$ cat config.mk
export PLATFORM = sky130hd
export DESIGN_NAME = gray_to_binary_with_display
export DESIGN_NICKNAME = d
export VERILOG_FILES = /design/src/rtl/gray_disp_pkg.sv /design/src/rtl/hex_to_seven_segment.sv /design/src/rtl/gray_to_binary_with_display.sv
export SDC_FILE = /design/constraint.sdc
export NUM_CORES = 1
export LEC_CHECK = 0
export ABC_AREA = 1
export ABC_CLOCK_PERIOD_IN_PS = 2600
export CAP_MARGIN = 20
export CORE_ASPECT_RATIO = 0.5
export CORE_MARGIN = 10
export CORE_UTILIZATION = 50
export DETAILED_ROUTE_END_ITERATION = 10
export GPL_TIMING_DRIVEN = 0
export PLACE_DENSITY_LB_ADDON = 0.3
export SETUP_SLACK_MARGIN = 0.1
export SLEW_MARGIN = 20
export SYNTH_ARGS = -nofsm -noshare
export SYNTH_HDL_FRONTEND = slang
export SYNTH_SLANG_ARGS = --single-unit
$ cat constraint.sdc
create_clock -name clk -period 2.6 [get_ports clk]
set_input_delay 0.52 -clock clk [delete_from_list [all_inputs] [get_ports clk]]
set_output_delay 0.52 -clock clk [all_outputs]
set_load 0.005 [all_outputs]
$ cat src/rtl/gray_disp_pkg.sv
// rtl/gray_disp_pkg.sv - shared constants and helpers for the Gray-code receive display
package gray_disp_pkg;

    localparam logic [6:0] SEG_BLANK = 7'b1111111;
    localparam logic [6:0] SEG_E     = 7'b0110000;

    // Active-low abcdefg patterns, bit6 = a, indexed by hex digit value
    localparam logic [6:0] HEX_SEG [16] = '{
        7'b0000001, 7'b1001111, 7'b0010010, 7'b0000110,
        7'b1001100, 7'b0100100, 7'b0100000, 7'b0001111,
        7'b0000000, 7'b0000100, 7'b0001000, 7'b1100000,
        7'b0110001, 7'b1000010, 7'b0110000, 7'b0111000
    };

    function automatic logic [3:0] gray2bin(input logic [3:0] g);
        logic [3:0] b;
        b[3] = g[3];
        for (int i = 2; i >= 0; i--) begin
            b[i] = b[i+1] ^ g[i];
        end
        return b;
    endfunction

    function automatic logic [2:0] popcount(input logic [3:0] v);
        logic [2:0] n;
        n = '0;
        for (int i = 0; i < 4; i++) begin
            n = n + {2'b00, v[i]};
        end
        return n;
    endfunction

endpackage

$ cat src/rtl/hex_to_seven_segment.sv
// rtl/hex_to_seven_segment.sv - combinational 4-bit hex to active-low seven-segment pattern
module hex_to_seven_segment
    import gray_disp_pkg::*;
(
    input  logic [3:0] hex,
    output logic [6:0] seg
);

    assign seg = HEX_SEG[hex];

endmodule

$ cat src/rtl/gray_to_binary_with_display.sv
// rtl/gray_to_binary_with_display.sv - synchronized Gray decoder with step checking and two-digit display
module gray_to_binary_with_display
    import gray_disp_pkg::*;
#(
    parameter int WIDTH       = 4,
    parameter int SYNC_STAGES = 2,
    parameter int REFRESH_DIV = 50000
) (
    input  logic             clk,
    input  logic             rst,
    input  logic [WIDTH-1:0] gray,
    input  logic             clear_err,
    output logic [WIDTH-1:0] binary,
    output logic             changed,
    output logic             step_err,
    output logic [6:0]       seven_segment,
    output logic [1:0]       anode
);

    localparam int CW = $clog2(REFRESH_DIV);
    localparam logic [CW-1:0] CNT_LAST = CW'(REFRESH_DIV - 1);

    logic [WIDTH-1:0] sync_q [SYNC_STAGES];
    logic [WIDTH-1:0] sync_d [SYNC_STAGES];
    logic [WIDTH-1:0] prev_q, prev_d;
    logic [WIDTH-1:0] binary_q, binary_d;
    logic             armed_q, armed_d;
    logic             changed_q, changed_d;
    logic             step_err_q, step_err_d;
    logic [CW-1:0]    cnt_q, cnt_d;
    logic             sel_q, sel_d;
    logic [1:0]       anode_q, anode_d;
    logic [6:0]       seg_q, seg_d;

    logic [WIDTH-1:0] g_s;
    logic [2:0]       diff;
    logic             accept;
    logic             refresh_last;
    logic [6:0]       hex_seg;

    assign g_s = sync_q[SYNC_STAGES-1];

    hex_to_seven_segment u_hex (
        .hex (binary_q),
        .seg (hex_seg)
    );

    always_comb begin
        sync_d[0] = gray;
        for (int i = 1; i < SYNC_STAGES; i++) begin
            sync_d[i] = sync_q[i-1];
        end

        diff      = popcount(g_s ^ prev_q);
        accept    = diff != 3'd0;
        prev_d    = accept ? g_s : prev_q;
        binary_d  = accept ? gray2bin(g_s) : binary_q;
        changed_d = accept;
        armed_d   = armed_q | accept;
        // A fresh error outranks a simultaneous clear
        step_err_d = (accept && armed_q && diff >= 3'd2) || (step_err_q && !clear_err);

        refresh_last = cnt_q == CNT_LAST;
        cnt_d        = refresh_last ? '0 : cnt_q + 1'b1;
        sel_d        = sel_q ^ refresh_last;

        anode_d = sel_q ? 2'b01 : 2'b10;
        seg_d   = sel_q ? (step_err_q ? SEG_E : SEG_BLANK) : hex_seg;
    end

    always_ff @(posedge clk or negedge rst) begin
        if (!rst) begin
            for (int i = 0; i < SYNC_STAGES; i++) begin
                sync_q[i] <= '0;
            end
            prev_q     <= '0;
            binary_q   <= '0;
            armed_q    <= 1'b0;
            changed_q  <= 1'b0;
            step_err_q <= 1'b0;
            cnt_q      <= '0;
            sel_q      <= 1'b0;
            anode_q    <= 2'b10;
            seg_q      <= 7'b0000001;
        end else begin
            sync_q     <= sync_d;
            prev_q     <= prev_d;
            binary_q   <= binary_d;
            armed_q    <= armed_d;
            changed_q  <= changed_d;
            step_err_q <= step_err_d;
            cnt_q      <= cnt_d;
            sel_q      <= sel_d;
            anode_q    <= anode_d;
            seg_q      <= seg_d;
        end
    end

    assign binary        = binary_q;
    assign changed       = changed_q;
    assign step_err      = step_err_q;
    assign seven_segment = seg_q;
    assign anode         = anode_q;

endmodule

# [Word level (Yosys, flattened, before mapping)]
# Memories as Yosys holds them, arrays and structs flattened.
# Index checks and enable logic that the tools add are counted.
[totals] regBits=45 mem_bits_ro=112 in_bits=7 output_inout_bits=15 word_cells=38 mem_count=1
[classes] addsub=4 n_lt_le_gt_ge=2 eq_ne=1 n_mux=6 n_bitwise=7 reduce_logical=6
[memory_table] memory="(name not given)" depth=16 width=7 read_ports=1 rd_ports_with_merged_regs=0 write_ports=0 line_no="hex_to_seven_segment.sv:9" text="assign seg = HEX_SEG[hex];"
[ops] cell="$mux W7" n=4
[ops] cell="$add A16 B1 Y16 const B" n=1
[ops] cell="$eq A16 B16 Y1 const B" n=1
[ops] cell="$mux W16" n=1
[ops] cell="$ge A5 B5 Y1 const B" n=1
[ops] cell="$not A4 Y5" n=1
[ops] cell="$xor A1 B1 Y1" n=4
[ops] cell="$xor A4 B4 Y4" n=1
[ops] cell="$add A2 B1 Y3" n=1
[ops] cell="$add A3 B1 Y3" n=1
[ops] cell="$ge A3 B2 Y1 const B" n=1
[ops] cell="$logic_and A1 B1 Y1" n=3
[ops] cell="$reduce_bool A3 Y1" n=1
[ops] cell="$add A1 B1 Y2" n=1
[ops] cell="$mux W2" n=1
[ops] cell="$logic_not A1 Y1" n=1
[ops] cell="$logic_or A1 B1 Y1" n=1
[ops] cell="$or A1 B1 Y1" n=1

# [Logic depth before layout (Yosys ltp)]
# Gate-level depths: netlist (run 1).
[depth] depth_word=8 ltp_mapped=12 mapped_depth_nobuf=11

# [By module]
# Synthesis (run 1) repeated with hierarchy kept, for this count alone.
[hier_totals] cells_unflattened=283 area_unflattened_um2=2309.7
[modules_own_cells] mod="gray_to_binary_with_display" instances=1 cells_each=234 area_each_um2=2035.7 seq_area_each_um2=1103.6
[modules_own_cells] mod="hex_to_seven_segment" instances=1 cells_each=49 area_each_um2=274.0 seq_area_each_um2=0.0

# [Worst setup path after synthesis (run 1)]
# Ideal clock, no wire load.
[synth_path] path_kind="flip-flop to flip-flop" start="reg prev_q[3]" end="reg step_err_q, in the netlist step_err" setup_ps=126 arrival_time_ps=2231 required_time_ps=2474 setup_slack_ps=243 stages_incl_launch_ff=12 path_buffers=2 synth_period_minus_slack_ps=2357 path_cell_list="dfrtp_1 > buf_2 > xor2_1 > fa_1 > ha_1 > inv_1 > ha_1 > nor2_1 > nand2_1 > buf_2 > nand3_1 > o21ai_0"
[synth_via] elab_chain_cells=6 word_cells_on_any_way=7 cone_classes="add/sub: 1; order compare: 1; bitwise: 1; reduce/logical: 4"
[synth_rtl] element="from (decl)" line_no="gray_to_binary_with_display.sv:25" text="logic [WIDTH-1:0] prev_q, prev_d;"
[synth_rtl] element="from (signal assigned)" line_no="gray_to_binary_with_display.sv:87" text="prev_q <= prev_d;"
[synth_rtl] element="$xor A4 B4 Y4" line_no="gray_to_binary_with_display.sv:54" text="diff = popcount(g_s ^ prev_q);"
[synth_rtl] element="$add A3 B1 Y3" line_no="gray_disp_pkg.sv:28" text="n = n + {2'b00, v[i]};"
[synth_rtl] element="$reduce_bool A3 Y1" line_no="gray_to_binary_with_display.sv:55" text="accept = diff != 3'd0;"
[synth_rtl] element="via accept" line_no="gray_to_binary_with_display.sv:37" text="logic accept;"
[synth_rtl] element="$logic_and A1 B1 Y1 (2 in a row)" line_no="gray_to_binary_with_display.sv:61" text="step_err_d = (accept && armed_q && diff >= 3'd2) || (step_err_q && !clear_err);"
[synth_rtl] element="$logic_or A1 B1 Y1" line_no="gray_to_binary_with_display.sv:61"
[synth_rtl] element="via step_err_d" line_no="gray_to_binary_with_display.sv:29" text="logic step_err_q, step_err_d;"
[synth_rtl] element="to (signal assigned)" line_no="gray_to_binary_with_display.sv:91" text="step_err_q <= step_err_d;"
[synth_rtl] element="to (decl)" line_no="gray_to_binary_with_display.sv:29"
# The timed path passes the listed nets, and every way through them passes these cells.
# A chain may end at the register's enable or synchronous reset.

# [Worst setup path after layout (run 1)]
[layout_path] start="reg prev_q[3]" end="reg prev_q[3]"
[layout_via] elab_chain_cells=3
[layout_rtl] element="$xor A4 B4 Y4" line_no="gray_to_binary_with_display.sv:54"
[layout_rtl] element="$add A3 B1 Y3" line_no="gray_disp_pkg.sv:28"
[layout_rtl] element="$reduce_bool A3 Y1" line_no="gray_to_binary_with_display.sv:55"
# Every way passes these cells.

==> results.toml, run 1 <==
[yosys]
synth_warnings = 0
syn_inst = 260
yosys.area.top_type = "dfrtp_1"
synth_edf_count = 0
synth_top_cell_area_share_pct = 47.2
ys_types = 25
async_flop_share_pct = 100
synth_area_um2 = 2230
synthTopCellsByArea = "dfrtp_1, nand2_1, inv_1, ha_1, nor2_1"
ys_seq_elements = 44
synth_nets = 278
avgSynthCellArea_um2 = 8.57
synth-seq-area-share_pct = 49.6
synth_flop_cell = "dfrtp_1"

[routing]
drt_first_iter_violations = 94
num_vias = 1712
drtAntennaViolNets = 0
via_per_inst = 4.88
route.detailed.drc = 0
first_pass_iters = 4
avgRoutedWirePerCell_um = 12.5
wirelength_um = 4400

[layout]
seq_area_um2 = 1100
multiInputGateArea_um2 = 988
instances_no_fill = 351
final_nets = 311
antenna_cells = 0
syn2layout_area_growth_pct = 20.7
fillCellCount = 367
design_area_um2 = 2690
drive_above_1_share_pct = 15.3

[global_routing]
antenna_found_initial = 0
overflow = 0
grt_max_degree = 35
grt_pass1_vias = 1763
grt_util_all_layers_pct = 11.9
grt_pass1_wl_um = 7500

[placed_design]
dp.cells = 339
gp_congestion = 0.818
place_hpwl_um = 3210
dpl_cell_area_um2 = 2520
numPortBuffers = 21

[timing]
drv_slew = 0
fmax_ghz = 0.408
setup_tns_ns = 0
finalCriticalPeriod_ns = 2.45
fin_crit_sh_pct = 94.4
final-hold-violation-count = 0
worst_slew_pin_slew_ns = 0.272
max_slew_margin_pct = 81.9
setup_viol = 0
grt_setup_unrepaired = "no"
skew_ns = 0.00806
whs_ns = 0.0800

[cts]
cts_max_level = 2
cts_root_buffer = "clkbuf_8"
clk_path_buf_depth = 2
cts_sinks = 44
cts_buffers = 5
cts-hold-fix-buffers = 0
clk_pin_slew_worst_paths_ns = 0.08
cts_tree = "done"
insertion_delay_ns = 0.30

[hold_path]
holdCritPathClass = "input port to asynchronous set/reset pin"

[pwr]
leakagePower_uw = 0.00136
finalPower_uw = 2910
ir_worst_vdd_mv = 0.507
p_per_area_nw_per_um2 = 1080

[job]
drv_cap = 0

[die]
die_area_um2 = 7690
rows = 17
initial_core_util_pct = 51.3
fp.coreArea_um2 = 4340
io_pins = 22
die_w_um = 114
dieHeight_um = 67.2

[setup_path]
crit_path_start_kind = "flop"
cp_max_fo = 10
end_kind = "flop"
required_ns = 2.78
worstPathArrival_ns = 2.63
critical_path_class = "flop to flop"

[status]
status = "finished, final reports clean"
path summary, 6_finish.rpt:
kind,from,endpoint,slack [ns],depth (start not counted)
max,prev_q[3],prev_q[3],0.15,11
min,rst,seven_segment[2],0.08,1
min in group clk,sync_d[3],g_s[3],0.34,0
min reg2reg,sync_d[3],g_s[3],0.34,0
max in group asynchronous,rst,anode[1],2.00,2
max reg2reg,prev_q[3],prev_q[3],0.15,11
metal layers:
metal | part of all wire [%] | global-route usage, % | vias up
met4 | 1.8 | 6.06 | 0
met5 | 0 | 0 | -
li1 | - | - | 875
met1 | 44 | 13.3 | 799
met3 | 4.5 | 3.36 | 9
met2 | 49 | 21.1 | 29
area by class of cell:
| class | instances | share of cell area [%] |
|---|---|---|
| Clock buffer | 7 | 3.21 |
| Timing Repair Buffer | 26 | 9.40 |
| Multi-Input combinational cell | 174 | 36.8 |
| Sequential cell | 44 | 41.1 |
| Tap cell | 57 | 2.65 |
| Clock inverter | 1 | 0.279 |
| Inverter | 38 | 5.31 |
| Buffer | 4 | 1.30 |
where the power goes:
part           switching (uW)  internal [uW]  total (uW)  leakage, uW
clock                     233            216         449    0.0000445
sequential               80.8            838         919     0.000535
combinational             818            725        1540     0.000782
synthesized netlist by cell type (3+ instances only):
cell type and count:
nand2_1 60, xor2_1 10, nor2_1 26, inv_1 36, nor2_4 3, nand3_1 19
nand4_1 3, dfrtp_1 42, ha_1 10, nor2_2 5, o21ai_0 14, buf_2 3
a21oi_1 9, nand2_2 5
flip-flops by register name, summed over array words and instances (netlist names):
signal / flops
cnt_q: 16
armed_q: 1
binary: 3
seven_segment: 7
changed: 1
sync_d: 4
g_s: 4
sel_q: 1
anode: 2
step_err: 1
prev_q: 4
placed cells by master, fill, tap and decap left out, drive strengths merged, types with 10 or more instances in the layout:
master / synthesis / routed
xor2: 10 / 10
clkdlybuf4s50: 0 / 20
nor2: 34 / 34
buf: 4 / 10
nand2: 65 / 65
o21ai: 14 / 14
inv: 38 / 38
nand3: 19 / 19
dfrtp: 42 / 42
ha: 10 / 10
repair_timing:
item,CTS,global route
setup buffers,1,2
pin swaps,1,3
endpoints found under the setup margin,8,8
resized for setup,5,7
cloned,0,1
stage by stage:
| stage | setup slack [ns] | util, % |
|---|---|---|
| after CTS | 0.123 | 60.8 |
| after global placement | -0.0785 | 57.8 |
| final | 0.147 | 61.9 |
| after floorplan | 0.243 | - |
| after global routing | 0.0461 | 61.9 |
| after detailed placement | -0.00652 | 58.2 |
critical path, stage by stage, from the launching register on:
cell and delay, ns:
dfrtp_1 0.40, buf_6 0.15, xor2_2 0.17, fa_1 0.52, ha_2 0.19, inv_1 0.07, ha_4 0.22, nor2_2 0.15
nand2_2 0.14, buf_2 0.18, nand2_1 0.05, o21ai_0 0.08
kinds of logic (layout without fill, tap and decap cells):
kind of cell / after synthesis / after routing / share of synthesized area [%]
simple gates: 126 / 126 / 25.8
flops: 44 / 44 / 49.6
buf+inv: 42 / 76 / 7.42
compound gates: 25 / 25 / 5.84
fa+ha+maj: 11 / 11 / 6.52
xor+xnor: 11 / 11 / 4.33
mux: 1 / 1 / 0.506
(Power assumes the default switching activity.)
==> run 2: changes to the inputs <==
- CORE_MARGIN: 10 -> 2
==> run 2 against run 1 <==
  * Final area is 0.28% higher
  * Total power decreased by 1.6%
  * Die area decreased by 34%
  * Worst hold slack improved by 0.089 ns
  * Setup slack better by 0.033 ns
  * Clock power hardly changed
  * Sequential share of layout area down 0.11 points
  * Non-clock buffer count fell by 1
  * Largest cell class unchanged
==> results.toml, run 2 (synthesized netlist as in run 1, its figures left out) <==
[placed_design]
dp.cells = 339
place_hpwl_um = 3100
gp_congestion = 0.908
numPortBuffers = 21
place_ws_ns = 0.0122

[routing]
route.detailed.drc = 0
via_per_inst = 4.88
avgRoutedWirePerCell_um = 11.8
num_vias = 1709
drt_first_iter_violations = 65
first_pass_iters = 4
drtAntennaViolNets = 0
wirelength_um = 4140

[timing]
setup_ws_ns = 0.180
finalCriticalPeriod_ns = 2.42
skew_ns = 0.0109
setup_viol = 0
final-hold-violation-count = 0
worst_slew_pin_slew_ns = 0.487
fin_crit_sh_pct = 93.1
whs_ns = 0.169
setup_tns_ns = 0
max_slew_margin_pct = 67.5
drv_slew = 0
fmax_ghz = 0.413
grt_setup_unrepaired = "no"

[layout]
antenna_cells = 0
instances_no_fill = 350
seq_area_um2 = 1100
final_nets = 310
multiInputGateArea_um2 = 998
top_register = "cnt_q"
final_cell_mix = "nand2_1, dfrtp_1, inv_1, nor2_1, clkdlybuf4s50_1"
largest_reg_flops = 16
syn2layout_area_growth_pct = 21.0
drive_above_1_share_pct = 15.4
layout_commonest_cell = "nand2_1"
fillCellCount = 355

[pwr]
ir_worst_vdd_mv = 0.643
finalPower_uw = 2860
switching_share_pct = 38.1
leakagePower_uw = 0.00137
p_comb_share_pct = 52.4
clkPwrFrac_pct = 15.6
power.internal_uw = 1770
p_per_area_nw_per_um2 = 1060
power.switching_uw = 1090
power_frac_seq_pct = 32.0

[hold_path]
holdCritPathClass = "input port to asynchronous set/reset pin"

[cts]
clk_pin_slew_worst_paths_ns = 0.09
cts_tree = "done"
cts_sinks = 44
cts_buffers = 5
clk_path_buf_depth = 2
insertion_delay_ns = 0.30
cts-hold-fix-buffers = 0
cts_root_buffer = "clkbuf_8"
cts_max_level = 2

[die]
rows = 17
dieHeight_um = 51.2
fp.coreArea_um2 = 4340
die_w_um = 98.4
initial_core_util_pct = 51.3
io_pins = 22
die_area_um2 = 5040

[setup_path]
crit_path_start = "prev_q[3]"
rrSetupSlack_ns = 0.18
reg2reg_depth = 11
r2r-start = "prev_q[3]"
worstPathArrival_ns = 2.60
endpoint = "step_err"
critical_path_class = "flop to flop"
required_ns = 2.78
end_kind = "flop"
reg2reg_to = "step_err"
cp_max_fo = 10
crit_path_start_kind = "flop"

[global_routing]
antenna_found_initial = 0
grt_pass1_wl_um = 7400
grt_pass1_vias = 1746
grt_max_degree = 26
overflow = 0
grt_util_all_layers_pct = 18.9

[job]
drv_cap = 0

[status]
status = "finished, final reports clean"
## run 2: cell type report
| cell class | count | area share, % |
|---|---|---|
| clock buffer | 6 | 3.06 |
| tap | 57 | 2.65 |
| buffer | 4 | 1.16 |
| multi-input combinational | 174 | 37.0 |
| clock inverter | 2 | 0.371 |
| inverter | 38 | 5.29 |
| sequential | 44 | 40.9 |
| timing repair buffer | 25 | 9.47 |
## run 2: through the flow
step	util (%)	instance area, um2
floorplan	-	2230
global placement	57.8	2510
detailed placement	58.3	2530
CTS	60.9	2640
global route	62.1	2700
finish	62.1	2700
## run 2: layer usage
metal  vias to the layer above  routed length [um]  GRT usage (%)
li1                        868                   -              -
met1                       810                1900           21.7
met2                        26                2040           34.5
met3                         5                 142           5.06
met4                         0                  59           7.53
met5                         -                   0              0
## run 2: power groups by stage
stage	clock (uW)	sequential, uW	combinational (uW)
2_1_floorplan	0	929	766
3_3_place_gp	0	928	1130
3_5_place_dp	0	932	1190
4_1_cts	454	917	1270
5_1_grt	486	934	1680
6_report	447	916	1500
## run 2: critical path: stages, from the launching register on
cell	delay, ns
dfrtp_1	0.40
buf_4	0.18
xor2_2	0.19
fa_1	0.52
ha_2	0.18
inv_1	0.06
ha_4	0.22
nor2_4	0.13
nand2_4	0.09
buf_6	0.15
nand3_1	0.08
o21ai_0	0.09
## run 2: worst min-delay path by stage
| stage | start | to | slack, ns |
|---|---|---|---|
| finish | rst | cnt_q[11] | 0.17 |
| global route | rst | cnt_q[11] | 0.20 |
| floorplan | rst | anode[0] | 0.22 |
| detailed placement | sync_d[1] | g_s[1] | 0.33 |
| CTS | rst | cnt_q[11] | 0.18 |
| global placement | sync_d[2] | g_s[2] | 0.33 |
## run 2: repair_timing
item / CTS / global route
endpoints found under the setup margin: 7 / 8
buffers inserted: 1 / 2
resized for setup: 4 / 7
pin swaps: 1 / 2
==> run 3: changes to the inputs <==
- CELL_PAD_IN_SITES_DETAIL_PLACEMENT: not set -> 1
- CELL_PAD_IN_SITES_GLOBAL_PLACEMENT: not set -> 2
- CORE_UTILIZATION: 50 -> 34
- TNS_END_PERCENT: not set -> 30
==> run 3 against run 2 <==
  * Maximum frequency fell by 1.3%
  * Combinational power up 8%
  * Wire length rose by 25%
  * Critical endpoint is now prev_q[2]
  * Sequential share of layout area decreased by 1.6 points
  * Final area rose by 4.0%
==> results.toml, run 3 (synthesized netlist as in run 1, its figures left out) <==
[routing]
wirelength_um = 5190
drt_first_iter_violations = 67
drtAntennaViolNets = 0
route.detailed.drc = 0
avgRoutedWirePerCell_um = 13.6
first_pass_iters = 4
num_vias = 1734
via_per_inst = 4.55

[layout]
final_nets = 310
final_cell_mix = "nand2_1, dfrtp_1, inv_1, nor2_1, clkdlybuf4s50_1"
antenna_cells = 0
instances_no_fill = 381
top_register = "cnt_q"
design_area_um2 = 2800
drive_above_1_share_pct = 15.4
layout_commonest_cell = "nand2_1"
largest_reg_flops = 16
syn2layout_area_growth_pct = 25.9

[die]
die_w_um = 118
rows = 20
fp.coreArea_um2 = 6210
dieHeight_um = 61.2
io_pins = 22
initial_core_util_pct = 35.9
die_area_um2 = 7250

[cts]
cts_max_level = 2
insertion_delay_ns = 0.28
cts_tree = "done"
clk_pin_slew_worst_paths_ns = 0.07
cts_buffers = 5
cts_sinks = 44
clk_path_buf_depth = 2
cts_root_buffer = "clkbuf_16"

[global_routing]
antenna_found_initial = 0
grt_pass1_wl_um = 8760
overflow = 0
grt_max_degree = 30
grt_util_all_layers_pct = 15.6
grt_pass1_vias = 1896

[pwr]
power.switching_uw = 1210
p_comb_share_pct = 49.4
power.internal_uw = 2080
p_per_area_nw_per_um2 = 1170
clkPwrFrac_pct = 22.4
ir_worst_vdd_mv = 0.417
power_frac_seq_pct = 28.2
finalPower_uw = 3280
leakagePower_uw = 0.00139
switching_share_pct = 36.7

[setup_path]
cp_max_fo = 10
critical_path_class = "flop to flop"
required_ns = 2.77
crit_path_start_kind = "flop"
worstPathArrival_ns = 2.62
end_kind = "flop"

[timing]
max_slew_margin_pct = 73.1
grt_setup_unrepaired = "yes"
final-hold-violation-count = 0
fmax_ghz = 0.408
whs_ns = 0.157
setup_viol = 0
drv_slew = 0
fin_crit_sh_pct = 94.3
worst_slew_pin_slew_ns = 0.404
finalCriticalPeriod_ns = 2.45
skew_ns = 0.00459
setup_tns_ns = 0

[job]
drv_cap = 0

[hold_path]
holdCritPathClass = "input port to asynchronous set/reset pin"

[placed_design]
dpl_cell_area_um2 = 2560
numPortBuffers = 21
dp.cells = 370
place_hpwl_um = 3740
gp_congestion = 0.767

[status]
status = "finished, final reports clean"
## run 3: what timing repair did
item | in CTS | in global routing
gates resized for setup | 5 | 8
cloned | 0 | 1
hold buffers | 0 | 0
pin swaps | 1 | 3
endpoints found under the setup margin | 8 | 8
buffers inserted | 1 | 1
## run 3: cell type report
type | instances | area [um2]
tap | 88 | 110
clock buffer | 5 | 125
clock inverter | 3 | 46.3
buffer | 4 | 35.0
timing repair buffer | 25 | 248
inverter | 38 | 143
sequential | 44 | 1100
multi-input combinational | 174 | 993
fill | 756 | 3400
## run 3: worst max-delay path, cell delays in order, from the launching register on
cell and delay (ns):
dfrtp_1 0.40, buf_6 0.15, xor2_2 0.17, fa_1 0.51, ha_2 0.19, inv_1 0.07
ha_4 0.29, nor2_4 0.04, nand2_2 0.15, mux2_2 0.35
## run 3: per-stage QoR
step | setup slack (ns) | utilization (%)
after floorplan | 0.243 | -
after global placement | -0.216 | 41.0
after detailed placement | -0.0762 | 41.3
after CTS | 0.116 | 44.4
after global routing | 0.0241 | 45.2
final | 0.147 | 45.2
## run 3: final timing paths
check	cells after the start	end	slack (ns)	startpoint
min	1	seven_segment[4]	0.16	rst
min in group clk	0	g_s[3]	0.35	sync_d[3]
min reg2reg	0	g_s[3]	0.35	sync_d[3]
max	9	prev_q[2]	0.15	prev_q[3]
max in group asynchronous	2	cnt_q[1]	1.95	rst
max reg2reg	9	prev_q[2]	0.15	prev_q[3]
## run 3: power groups by stage
| stage | clock network (uW) | registers [uW] | logic, uW |
|---|---|---|---|
| after detailed placement | 0 | 937 | 1240 |
| after global placement | 0 | 930 | 1180 |
| after CTS | 754 | 927 | 1380 |
| after global routing | 784 | 943 | 1860 |
| final | 736 | 927 | 1620 |
| after floorplan | 0 | 929 | 766 |
## run 3: metal layers
| layer | vias to the layer above | wire length (um) | GRT usage [%] |
|---|---|---|---|
| li1 | 869 | - | - |
| met3 | 4 | 141 | 3.70 |
| met1 | 846 | 2470 | 18.9 |
| met4 | 0 | 36 | 3.57 |
| met5 | - | 0 | 0 |
| met2 | 15 | 2540 | 29.3 |
==> RTL edit 1: new RTL, flow settings as in run 3 <==
Set the parameter `REFRESH_DIV` to 25000 (it was 50000).
--- a/src/rtl/gray_to_binary_with_display.sv
+++ b/src/rtl/gray_to_binary_with_display.sv
@@ -6,3 +6,3 @@
     parameter int SYNC_STAGES = 2,
-    parameter int REFRESH_DIV = 50000
+    parameter int REFRESH_DIV = 25000
 ) (
Behaviour: no difference found for any inputs over 10 cycles, from zero or initial values and one cycle with rst low; that may be too few to reach the edited logic, so the function may still have changed.
==> RTL edit 1 against run 3 <==
Hold slack lost 0.030 ns. Clock power grew 11%. Total power grew 1.0%. Worst setup slack gained 0.099 ns. Sequential cell count shrank 1. Routed wire length shrank 7.5%. Cell count shrank 7.3%. Final area shrank 4.3%. Area after synthesis shrank 6.1%. Critical path type unchanged. Largest cell class unchanged.
==> RTL edit 1: results <==
power_and_ir_drop:
  seqPwrFrac: 0.274
  p_sw_mw: 1.191
  pwr-share-clk: 0.246
  seq-power_mw: 0.909
  leakage_nw: 1.323
  worst_ir_drop_vdd_uv: 386.0
global_route:
  use_met1: 0.1963
  grt_pass1_wl_um: 8204
  met2_usage: 0.2765
  grt_max_degree: 32
  grt_use_met3: 0.03988
  first_global_vias: 1729
  track_usage: 0.1592
synth:
  yosys_warnings: 0
  synth_adder_area_share: 0.06938
  netlist_top_cells_area: "dfrtp_1, nand2_1, ha_1, inv_1, nor2_1"
  synth_fp_nets: 260
  synth-compound-area-share: 0.06220
  synth_cell_types: 21
  synth_seq_area_share: 0.5156
  synthMuxAreaShare: 0
routing:
  drt_iter0_markers: 58
  wl_met2_um: 2303
  wl_met1_um: 2291
  viasPerCell: 4.686
  dr_wl_met3_um: 143
  drt-wirelength-per-cell_um: 13.60
run_status:
  status: "complete, no violations"
final_layout:
  largest_reg_flops: 15
  drive_above_1_share: 0.1232
  nets: 293
worst_setup_path:
  reg2reg_depth: 12
  worstPathMaxFanout: 6
timing:
  worst_pin_slew_ns: 0.3421
  fin_worst_skew_ns: 0.005391
placement:
  place_congestion: 0.7863
  dp_slack_ns: -0.06780
  placed_area_um2: 2414
  dp_hpwl_um: 3525
cts:
  cts_resized: 8
  clk_path_buf_depth: 2
  cts-htree-levels: 2
-- RTL edit 1: cells by family (layout without fill, tap and decap cells) --
logic type,count (synthesis),in the layout
adder cells (fa/ha/maj),11,11
AO/OA/AOI/OAI,25,25
AND/OR/NAND/NOR,118,118
buffers and inverters,36,70
XOR/XNOR,9,9
flip-flops,43,43
-- RTL edit 1: stage by stage --
stage / utilization / hold slack (ns) / setup TNS [ns] / std cells
2_1_floorplan: - / 0.2244 / 0 / 242
3_3_place_gp: 0.3994 / 0.3333 / -6.871 / 340
3_5_place_dp: 0.4019 / 0.3358 / -0.2217 / 341
4_1_cts: 0.4394 / 0.1321 / 0 / 350
5_1_grt: 0.4467 / 0.1487 / 0 / 353
6_report: 0.4467 / 0.1271 / 0 / 353
-- RTL edit 1: path summary, 6_finish.rpt --
check	from	endpoint	slack, ns
min in group clk	sync_d[0]$_DFF_PN0_	g_s[0]$_DFF_PN0_	0.35
worst max register to register	prev_q[3]$_DFFE_PN0P_	binary[0]$_DFFE_PN0P_	0.25
worst min-delay path	rst	cnt_q[13]$_DFF_PN0_	0.13
max in group asynchronous	rst	anode[1]$_DFF_PN1_	1.94
worst min register to register	sync_d[0]$_DFF_PN0_	g_s[0]$_DFF_PN0_	0.35
worst max-delay path	prev_q[3]$_DFFE_PN0P_	binary[0]$_DFFE_PN0P_	0.25
-- RTL edit 1: layout make-up --
type	count	area, µm²
Multi-Input combinational cell	163	908.4
Buffer	4	35.03
Sequential cell	43	1079
Clock inverter	2	60.06
Timing Repair Buffer	26	255.2
Fill cell	706	3323
Inverter	32	120.1
Clock buffer	6	128.9
Tap cell	77	96.34
==> RTL edit 2: new RTL, settings of run 3 <==
Without the edit above. Reset style: synchronous (`rst`), changed in one clocked block.
--- a/src/rtl/gray_to_binary_with_display.sv
+++ b/src/rtl/gray_to_binary_with_display.sv
@@ -70,3 +70,3 @@
 
-    always_ff @(posedge clk or negedge rst) begin
+    always_ff @(posedge clk) begin
         if (!rst) begin
Behaviour: differs if rst is asserted again (counterexample within 4 cycles, from zero or initial values and one cycle with rst low); with rst held inactive, the same outputs for 10 cycles.
==> RTL edit 2 against run 3 <==
Hold slack improved by 0.26 ns. Count of clock-buffer cells in the layout rose by 1. Routed wire length fell by 6.2%. Die area fell by 7.4%. Final area fell by 9.1%. Worst setup slack improved by 0.034 ns. Synthesized cell count rose by 7.3%. Sequential share of layout area fell by 4.7 points. Area after synthesis fell by 7.8%. Highest routed layer unchanged. Sequential cell count did not move. Non-clock buffer count did not move.
Power is not compared: it rests on default switching activity, and its combinational part moved more than twofold at a synthesized area within 25%.
==> RTL edit 2: results <==
run_status:
  status: "complete, no violations"
worst_setup_path:
  regToRegEndpoint: "prev_q[1]$_SDFFE_PN0P_"
  crit_arrival_ns: 2.59
  worstPathMaxFanout: 10
  crit_start: "prev_q[3]$_SDFFE_PN0P_"
  reg2reg_depth: 11
  end_kind: "flip-flop"
  reg2reg_slack_ns: 0.18
final_layout:
  nFillCells: 709
  layout.nonclk_buf_frac: 0.1041
  drive_above_1_share: 0.08117
  final_area_um2: 2547
  inverters: 42
  clkCellAreaFrac: 0.06434
  regArea_um2: 882.1
  multi_input_area_um2: 987.2
  nClkBuffers: 6
  nets: 325
  multi_input_cells: 185
synth:
  yosys_warnings: 0
  synth_cell_types: 26
  synth_commonest_cells: "nand2_1, dfxtp_1, inv_1, nor2_1, a21oi_1"
  ys_async_sr_fraction: 0
  synth_fp_nets: 297
  netlist_top_cells_area: "dfxtp_1, nand2_1, inv_1, ha_1, nor2_1"
  synth_seq_area_share: 0.4290
  yosys_most_used_dff: "dfxtp_1"
routing:
  top_layer_used: "met4"
  dr_wl_met3_um: 140
  wl_met2_um: 2510
  viasPerCell: 4.743
  wl_met1_um: 2170
  drt_iter0_markers: 61
  routed_wl_um: 4865
power_and_ir_drop:
  leakage_nw: 1.091
placement:
  placed_area_um2: 2345
  port_buffers: 20
  dp_hpwl_um: 3685
  place_congestion: 0.7879
timing:
  whs_ns: 0.4175
  worst_pin_slew_ns: 0.4258
  fin_worst_skew_ns: 0.005040
worst_hold_path:
  hold_class: "flip-flop to flip-flop"
global_route:
  grt_max_degree: 14
  grt_pass1_wl_um: 8473
  first_global_vias: 1900
  track_usage: 0.1633
floorplan:
  die_x_um: 113.9
-- RTL edit 2: cell count changes after synthesis, moves of 3 or more --
cell	run 3	this run
nor2_2	5	1
nor2_1	26	33
dfxtp_1	0	44
xor2_1	10	6
inv_1	36	42
clkbuf_1	0	3
nand2_2	5	0
dfrtp_1	42	0
nor2_4	3	0
a21oi_1	9	24
-- RTL edit 2: what timing repair did --
action,in CTS,in global routing
pin swaps,0,1
resized for setup,7,4
buffers inserted,0,1
endpoints found under the setup margin,10,7
-- RTL edit 2: worst max-delay path, stage by stage, from the launching register on --
cell and delay, ns:
dfxtp_2 0.34, clkbuf_8 0.16, xor2_2 0.18, fa_1 0.49, ha_1 0.18, inv_1 0.06, ha_1 0.29, nor2_2 0.13
nand2_2 0.10, buf_4 0.19, o21ai_1 0.14, a21oi_1 0.06
-- RTL edit 2: stage by stage --
| step | worst slack (ns) | std cells | total power, mW |
|---|---|---|---|
| after floorplan | 0.1850 | 279 | 1.300 |
| after global placement | -0.08783 | 372 | 1.550 |
| after detailed placement | -0.1561 | 372 | 1.582 |
| after CTS | 0.1240 | 380 | 2.342 |
| after global routing | 0.07166 | 381 | 2.536 |
| final | 0.1817 | 381 | 2.353 |
-- RTL edit 2: logic make-up after synthesis --
kind of cell	after synthesis	synth area share
DFF	44	0.4290
AOI/OAI and AO/OA	42	0.1054
buffers and inverters	50	0.09872
adders and majority gates	11	0.07069
and+or+nand+nor	123	0.2578
xor gates and xnor gates	9	0.03839
-- RTL edit 2: layer usage --
metal / vias to the layer above / GRT usage
met3: 6 / 0.04840
met1: 851 / 0.1818
met4: 0 / 0.04530
li1: 931 / -
met5: - / 0
met2: 19 / 0.3105
